**src/rtl/rotate_iter_engine_if.sv**
```systemverilog
// Request/result handshake bundle for the sequential rotate engine.
// The engine side uses the slave modport and the requester/consumer side uses master.
interface rotate_iter_engine_if #(
    parameter int WIDTH = 8
) ();
    localparam int AW = $clog2(WIDTH);

    logic             in_valid;
    logic             in_ready;
    logic [WIDTH-1:0] in_data;
    logic [AW-1:0]    in_amt;
    logic             in_dir;
    logic             out_valid;
    logic             out_ready;
    logic [WIDTH-1:0] out_data;

    modport master (
        output in_valid, in_data, in_amt, in_dir, out_ready,
        input  in_ready, out_valid, out_data
    );

    modport slave (
        input  in_valid, in_data, in_amt, in_dir, out_ready,
        output in_ready, out_valid, out_data
    );
endinterface

```
**src/rtl/rotate_iter_engine.sv**
```systemverilog
// Multi-cycle bit rotator: rotates the captured word one position per clock,
// then holds the result until the consumer takes it.
module rotate_iter_engine #(
    parameter int WIDTH = 8
) (
    input  logic                  clk,
    input  logic                  rst_n,
    rotate_iter_engine_if.slave   bus,
    output logic                  busy
);
    localparam int AW = $clog2(WIDTH);

    typedef enum logic [1:0] {
        IDLE,
        BUSY,
        DONE
    } state_t;

    state_t           state_q, state_d;
    logic [WIDTH-1:0] data_q, data_d;
    logic [AW-1:0]    count_q, count_d;
    logic             dir_q, dir_d;

    always_ff @(posedge clk or negedge rst_n) begin
        if (!rst_n) begin
            state_q <= IDLE;
            data_q  <= '0;
            count_q <= '0;
            dir_q   <= 1'b0;
        end else begin
            state_q <= state_d;
            data_q  <= data_d;
            count_q <= count_d;
            dir_q   <= dir_d;
        end
    end

    // The count reaching zero costs one extra cycle to enter DONE, so latency is amt+1.
    always_comb begin
        state_d = state_q;
        data_d  = data_q;
        count_d = count_q;
        dir_d   = dir_q;
        case (state_q)
            IDLE: begin
                if (bus.in_valid) begin
                    data_d  = bus.in_data;
                    count_d = bus.in_amt;
                    dir_d   = bus.in_dir;
                    state_d = BUSY;
                end
            end
            BUSY: begin
                if (count_q != '0) begin
                    if (dir_q) begin
                        data_d = {data_q[0], data_q[WIDTH-1:1]};
                    end else begin
                        data_d = {data_q[WIDTH-2:0], data_q[WIDTH-1]};
                    end
                    count_d = count_q - AW'(1);
                end else begin
                    state_d = DONE;
                end
            end
            DONE: begin
                if (bus.out_ready) begin
                    state_d = IDLE;
                end
            end
            default: state_d = IDLE;
        endcase
    end

    assign bus.in_ready  = (state_q == IDLE);
    assign bus.out_valid = (state_q == DONE);
    assign bus.out_data  = data_q;
    assign busy          = (state_q == BUSY) || (state_q == DONE);
endmodule

```
**src/flat_wrapper.sv**
```systemverilog
// flat-port wrapper written by rule: the top's interface ports become plain ports
module rotate_iter_engine_flat 
#(
    parameter int WIDTH = 8
)
  (clk, rst_n, busy, bus_in_valid, bus_in_data, bus_in_amt, bus_in_dir, bus_out_ready, bus_in_ready, bus_out_valid, bus_out_data);
  rotate_iter_engine_if #(.WIDTH(WIDTH)) bus_i ();
  input  logic clk;
  input  logic rst_n;
  output logic busy;
  input wire logic [$bits(bus_i.in_valid)-1:0] bus_in_valid;
  input wire logic [$bits(bus_i.in_data)-1:0] bus_in_data;
  input wire logic [$bits(bus_i.in_amt)-1:0] bus_in_amt;
  input wire logic [$bits(bus_i.in_dir)-1:0] bus_in_dir;
  input wire logic [$bits(bus_i.out_ready)-1:0] bus_out_ready;
  output wire logic [$bits(bus_i.in_ready)-1:0] bus_in_ready;
  output wire logic [$bits(bus_i.out_valid)-1:0] bus_out_valid;
  output wire logic [$bits(bus_i.out_data)-1:0] bus_out_data;
  assign bus_i.in_valid = bus_in_valid;
  assign bus_i.in_data = bus_in_data;
  assign bus_i.in_amt = bus_in_amt;
  assign bus_i.in_dir = bus_in_dir;
  assign bus_i.out_ready = bus_out_ready;
  assign bus_in_ready = bus_i.in_ready;
  assign bus_out_valid = bus_i.out_valid;
  assign bus_out_data = bus_i.out_data;
  rotate_iter_engine #(.WIDTH(WIDTH)) u_core (.clk(clk), .rst_n(rst_n), .bus(bus_i), .busy(busy));
endmodule
```
**config.mk**
```make
export PLATFORM = sky130hd
export DESIGN_NAME = rotate_iter_engine_flat
export DESIGN_NICKNAME = d
export VERILOG_FILES = /design/src/rtl/rotate_iter_engine_if.sv /design/src/rtl/rotate_iter_engine.sv /design/src/flat_wrapper.sv
export SDC_FILE = /design/constraint.sdc
export NUM_CORES = 1
export LEC_CHECK = 0
export CAP_MARGIN = 20
export CORE_AREA = 2 2 48 50
export CTS_BUF_LIST = sky130_fd_sc_hd__clkbuf_8 sky130_fd_sc_hd__clkbuf_16
export DETAILED_ROUTE_END_ITERATION = 10
export DIE_AREA = 0 0 50 52
export PLACE_DENSITY = 0.74
export REMOVE_ABC_BUFFERS = 1
export SYNTH_ARGS = -nofsm -noshare
export SYNTH_HDL_FRONTEND = slang
export SYNTH_SLANG_ARGS = --single-unit
```
**constraint.sdc**
```tcl
create_clock -name clk -period 2.1 [get_ports clk]
set_input_delay 0.42 -clock clk [delete_from_list [all_inputs] [get_ports clk]]
set_output_delay 0.42 -clock clk [all_outputs]
set_load 0.02 [all_outputs]
```
==> flow_metrics.py <==
metrics = {
    "status": {
        "outcome": "finished clean",
    },
    "cts": {
        "clk_pin_slew_ps": 50,
        "cts_root_buf": "clkbuf_8",
        "h-tree-depth": 1,
        "cts-buffers-inserted": 3,
        "clockBufferDepth": 2,
        "post-cts-setup-buffer-count": 0,
        "clock_latency_ps": 240,
        "holdBufCountCts": 0,
        "cts.sinks": 14,
        "cts_tree": "yes",
    },
    "final_layout": {
        "nNetsFinal": 137,
        "syn_to_final_growth_pct": 37.4,
        "fin_util_pct": 58.3,
        "drive_gt1_share_pct": 16.1,
        "diodes": 0,
    },
    "power": {
        "powerDensity_mw_per_mm2": 1600,
        "p_total_mw": 1.96,
        "vdd_ir_drop_max_mv": 1.06,
        "pwr-share-comb_pct": 60.3,
        "switchingPower_uw": 788,
        "p_clk_share_pct": 10.8,
        "leakagePower_nw": 0.534,
        "power.share.sequential_pct": 28.9,
        "p_int_mw": 1.18,
        "p_sw_share_pct": 40.1,
    },
    "yosys": {
        "synth_compound_area_share_pct": 9.38,
        "netlist_area_um2": 893,
        "synthArstFlopShare_pct": 100,
        "muxShareOfSynthArea_pct": 24.2,
        "synth_edf_count": 0,
        "yosys-top-cells-area": "dfrtp_1 (39%), mux2_2 (13%), mux2i_1 (10%)",
        "ys_seq_elements": 14,
        "synthAdderAreaFrac_pct": 9.80,
        "syn_inst": 85,
        "yosys.area_share.simple_pct": 13.9,
        "ys.flop_type": "dfrtp_1",
        "synth_top_family_by_area": "multiplexers",
        "synth_top_area_cell": "dfrtp_1",
        "yosysWarningCount": 0,
        "synth_most_common_cell": "dfrtp_1",
        "postSynthAreaPerCell_um2": 10.5,
        "synthXorXnorAreaFrac_pct": 0,
        "synthTopCellsByCount": "dfrtp_1 (14), mux2_2 (10), mux2i_1 (9), nor2_1 (9), a21oi_1 (8)",
        "synth_cell_types": 24,
        "seq_area_frac_synth_pct": 39.2,
        "synth_top_area_share_pct": 39.2,
    },
    "place": {
        "dpl.hpwl_mm": 1.32,
        "routabilityCongestion": 0.759,
        "numPortBuffers": 26,
    },
    "run": {
        "max_cap_viol_count": 0,
    },
    "sta": {
        "setup_viol": 0,
        "slew-limit-headroom_pct": 58.2,
        "setup_tns_ps": 0,
        "slew_viol_final": 0,
        "post-route-period-util_pct": 96.5,
        "rsz0062_at_grt": "false",
        "skew_ps": 1.16,
        "timing.fmax_ghz": 0.493,
        "min_period_ps": 2030,
        "finalHoldViolCount": 0,
        "tightest_slew_ps": 626,
    },
    "grt": {
        "grt_max_degree": 17,
        "antenna_found_initial": 0,
        "overflow": 0,
        "grt_pass1_vias": 626,
        "grt_pass1_wl_mm": 2.88,
        "grt_util_all_layers_pct": 14.8,
    },
    "detailed_routing": {
        "routed_wirelength_mm": 1.69,
        "viasPerCell": 4.89,
        "drc_errors": 0,
        "vias": 685,
        "drtIter0Drc": 3,
        "ant_nets": 0,
        "firstDrtPassIters": 4,
        "post_drt_wl_per_cell_um": 12.1,
    },
    "critical_path": {
        "path_class": "reg -> out",
        "crit_required_ps": 1680,
        "crit_arrival_ps": 1610,
        "path_max_fanout": 4,
        "rr_worst_depth": 5,
        "startpoint_type": "flip-flop",
        "endpoint_kind": "output port",
    },
    "die": {
        "fp.dieW_um": 50,
        "die_y_um": 52,
        "core_area_mm2": 0.00211,
        "die-area_mm2": 0.00260,
        "initial_core_util_pct": 42.4,
        "rows": 17,
        "io_pins": 27,
    },
    "worst_hold_path": {
        "min_path_cells": 1,
        "hold_path.class": "reg -> reg",
    },
}
## metrics by stage
step	cells	cell area (um2)	setup WS, ps	hold slack [ps]
finish	140	1230	73.6	540
CTS	140	1220	19.9	546
floorplan	82	881	176	124
global route	140	1230	3.24	573
detailed placement	137	1180	254	531
global placement	137	1180	273	527
## logic make-up (layout without fill, tap and decap cells)
family	after synthesis	count (layout)
DFF	14	14
adders and majority gates	7	7
AOI/OAI and AO/OA	14	14
muxes	20	20
buffers and inverters	8	35
and+or+nand+nor	22	22
## worst max-delay path, stage by stage (launching register included)
cell             delay [ps]
dfrtp_1                 400
inv_1                   100
ha_1                    280
clkdlybuf4s50_1         590
## state kept, by name, indices dropped and copies added (netlist names)
register	cells
u_core.bus.out_data	8
u_core.count_q	3
u_core.dir_q	1
u_core.state_q	2
## power by group through the flow
| stage | sequential, mW | combinational (mW) | clock (mW) |
|---|---|---|---|
| 6_report | 0.567 | 1.19 | 0.211 |
| 5_1_grt | 0.594 | 1.31 | 0.227 |
| 4_1_cts | 0.571 | 1.20 | 0.214 |
| 3_5_place_dp | 0.575 | 1.19 | 0 |
| 3_3_place_gp | 0.569 | 1.18 | 0 |
| 2_1_floorplan | 0.630 | 0.745 | 0 |
## layer usage
layer,track usage [%],share of wire (%),up-vias
met5,0,0,-
met4,8.33,1.9,0
met2,23.5,50,10
met3,1.72,2.2,4
met1,19.6,46,319
li1,-,-,352
## placed cells by master, fill, tap and decap left out, types with 3 or more instances in the layout
cell             count
dfrtp_1             14
clkdlybuf4s50_1     25
mux2i_1              9
clkbuf_8             3
ha_1                 7
a21oi_1              8
inv_1                5
mux2_2              10
nor2b_1              3
nor2_1               9
## worst paths after layout
check	startpoint	end	slack, ps
hold / removal	u_core.state_q[1]	u_core.state_q[1]	540
setup / recovery	u_core.state_q[0]	busy	70
hold reg to reg	u_core.state_q[1]	u_core.state_q[1]	540
min in group asynchronous	rst_n	u_core.state_q[1]	570
max in group asynchronous	rst_n	u_core.bus.out_data[3]	1120
setup reg to reg	u_core.state_q[1]	u_core.bus.out_data[4]	320
## area by class of cell
class	instances	area, um2
Fill cell	190	878
Inverter	5	18.8
Tap cell	28	35.0
Timing Repair Buffer	27	270
Multi-Input combinational cell	63	512
Sequential cell	14	350
Clock buffer	3	41.3
## repair_timing
item / CTS / global route
endpoints found under the hold margin: 0 / 0
resized for setup: 0 / 1
setup endpoints to repair: 0 / 1
Power figures use the tool's default switching activity.
==> patch (config.mk and constraints unchanged) <==
`WIDTH` is set to 8 in 3 places; all go to 4.
--- a/src/rtl/rotate_iter_engine_if.sv
+++ b/src/rtl/rotate_iter_engine_if.sv
@@ -1,7 +1,7 @@
 // Request/result handshake bundle for the sequential rotate engine.
 // The engine side uses the slave modport and the requester/consumer side uses master.
 interface rotate_iter_engine_if #(
-    parameter int WIDTH = 8
+    parameter int WIDTH = 4
 ) ();
     localparam int AW = $clog2(WIDTH);
 
--- a/src/rtl/rotate_iter_engine.sv
+++ b/src/rtl/rotate_iter_engine.sv
@@ -1,7 +1,7 @@
 // Multi-cycle bit rotator: rotates the captured word one position per clock,
 // then holds the result until the consumer takes it.
 module rotate_iter_engine #(
-    parameter int WIDTH = 8
+    parameter int WIDTH = 4
 ) (
     input  logic                  clk,
     input  logic                  rst_n,
--- a/src/flat_wrapper.sv
+++ b/src/flat_wrapper.sv
@@ -1,7 +1,7 @@
 // flat-port wrapper written by rule: the top's interface ports become plain ports
 module rotate_iter_engine_flat 
 #(
-    parameter int WIDTH = 8
+    parameter int WIDTH = 4
 )
   (clk, rst_n, busy, bus_in_valid, bus_in_data, bus_in_amt, bus_in_dir, bus_out_ready, bus_in_ready, bus_out_valid, bus_out_data);
   rotate_iter_engine_if #(.WIDTH(WIDTH)) bus_i ();
Ports: changed (resized bus_in_amt, bus_in_data and bus_out_data); port bits go from 27 to 18. No check against the original RTL was run, so the function may have changed too.
==> patch against the unedited design <==
  * Total power is 25% lower
  * Sequential cell count is 5 lower
  * Clock skew hardly changed
  * Register-to-register slack worse by 0.07 ns
  * Worst setup slack better by 0.026 ns
  * Cell area is 29% lower
  * Final cell count is 19% lower
  * Routed wire length is 11% lower
  * Area after synthesis is 28% lower
==> patch: results (changes against the unedited design) <==
[metrics] overall fraction of global-route tracks in use: 13.0% (-1.8 points)
[metrics] placer's final routability congestion estimate: 0.809 (+6.6%)
[metrics] Via-to-Cell Ratio: 5.47 (+12%)
[metrics] Seq/Total Area, Yosys: 35.0% (-4.3 points)
[metrics] status: completed
[metrics] R2R Path End: u_core.bus.out_data[3]
[metrics] global-route wire length before repair: 2.55 mm (-12%)
[metrics] layout cell share with drive strength beyond 1: 4.71% (-11 points)
[metrics] cell count after placement: 109 (-20%)
[metrics] post-synthesis average cell area: 9.48 µm² (-9.8%)
[metrics] detailed router's first-iteration violation count: 23 (+20)
[metrics] LEAKAGE: 0.358 nW (-33%)
[metrics] pin count of the biggest net entering global routing: 12 (-5)
[metrics] wirelength, routed: 1.51 mm (-11%)
[metrics] Final Net Count: 103 (-25%)
[metrics] Vias: 618 (-9.8%)
[metrics] slack of the worst reg-to-reg path: 0.25 ns (-0.07 ns)
[metrics] Worst Skew: 0.000843 ns (-0.000316 ns)
[metrics] portion of the clock cycle consumed by the worst path in the final layout: 95.3% (-1.2 points)
[metrics] maximum frequency from static timing analysis: 500 MHz (+1.3%)
[metrics] most area-consuming cells after synthesis: dfrtp_1 (35%), ha_1 (12%), a211oi_1 (7.0%), nor2b_1 (6.8%), nor4_1 (5.8%)
[metrics] worst hold-check path type: in2async
[metrics] worst-case vdd ir drop: 0.000845 V (-21%)
[metrics] max reg flops: 4 (-4)
[metrics] Commonest cells post-synth: dfrtp_1 (9), nor2b_1 (7)
[metrics] count of buffers inserted at the top-level ports: 17 (-35%)
patch: changes by cell type in the layout (fill, tap and decap cells not counted), sizes merged, moves of 4 or more:
cell | unedited run | this run
nor2b | 3 | 7
mux2i | 10 | 1
a211oi | 1 | 6
a2111oi | 0 | 4
a31oi | 0 | 4
mux2 | 10 | 2
nor2 | 10 | 1
a21oi | 8 | 2
clkdlybuf4s50 | 25 | 16
nor4 | 0 | 6
dfrtp | 14 | 9
patch: cell type report:
class | count | area, µm² | area share (%)
Multi-Input combinational cell | 48 | 367 | 41.9
Inverter | 6 | 22.5 | 2.58
Clock inverter | 1 | 3.75 | 0.429
Sequential cell | 9 | 225 | 25.8
Tap cell | 28 | 35.0 | 4.01
Clock buffer | 3 | 41.3 | 4.72
Timing Repair Buffer | 18 | 180 | 20.6
patch: worst register-to-register path: cells and delay by family (launching register included):
kind,cells,cell delay [ns]
adders and majority gates,1,0.21
buffers and inverters,1,0.14
and+or+nand+nor,1,0.58
AOI/OAI and AO/OA,2,0.45
DFF,1,0.37
patch: metal layers:
layer	global-route usage (%)	vias up	part of all wire, %
li1	-	289	-
met1	15.6	290	41
met2	20.0	35	49
met3	4.02	4	8.7
met4	8.33	0	1.4
met5	0	-	0
patch: power breakdown:
group | total [mW] | switching, mW | internal, mW
logic | 0.911 | 0.490 | 0.421
clock network | 0.203 | 0.0754 | 0.128
registers | 0.358 | 0.0918 | 0.267
patch: metrics by stage:
stage / hold slack (ns) / instance area [µm²] / utilization [%]
after detailed placement: 0.569 / 827 / 39.3
after global routing: 0.534 / 875 / 41.5
after floorplan: 0.124 / 614 / -
final: 0.497 / 875 / 41.5
after global placement: 0.542 / 827 / 39.3
after CTS: 0.511 / 872 / 41.4
patch: worst max-delay path by stage:
stage,end
after global placement,u_core.state_q[0]
after detailed placement,u_core.bus.out_data[3]
after floorplan,u_core.count_q[1]
after global routing,u_core.count_q[0]
after CTS,bus_in_ready
final,busy
patch: kinds of logic after synthesis:
family | after synthesis | synth area share, %
fa+ha+maj | 6 | 11.7
flops | 9 | 35.0
simple gates | 20 | 18.3
buf+inv | 11 | 8.15
mux | 3 | 5.05
compound gates | 19 | 21.9
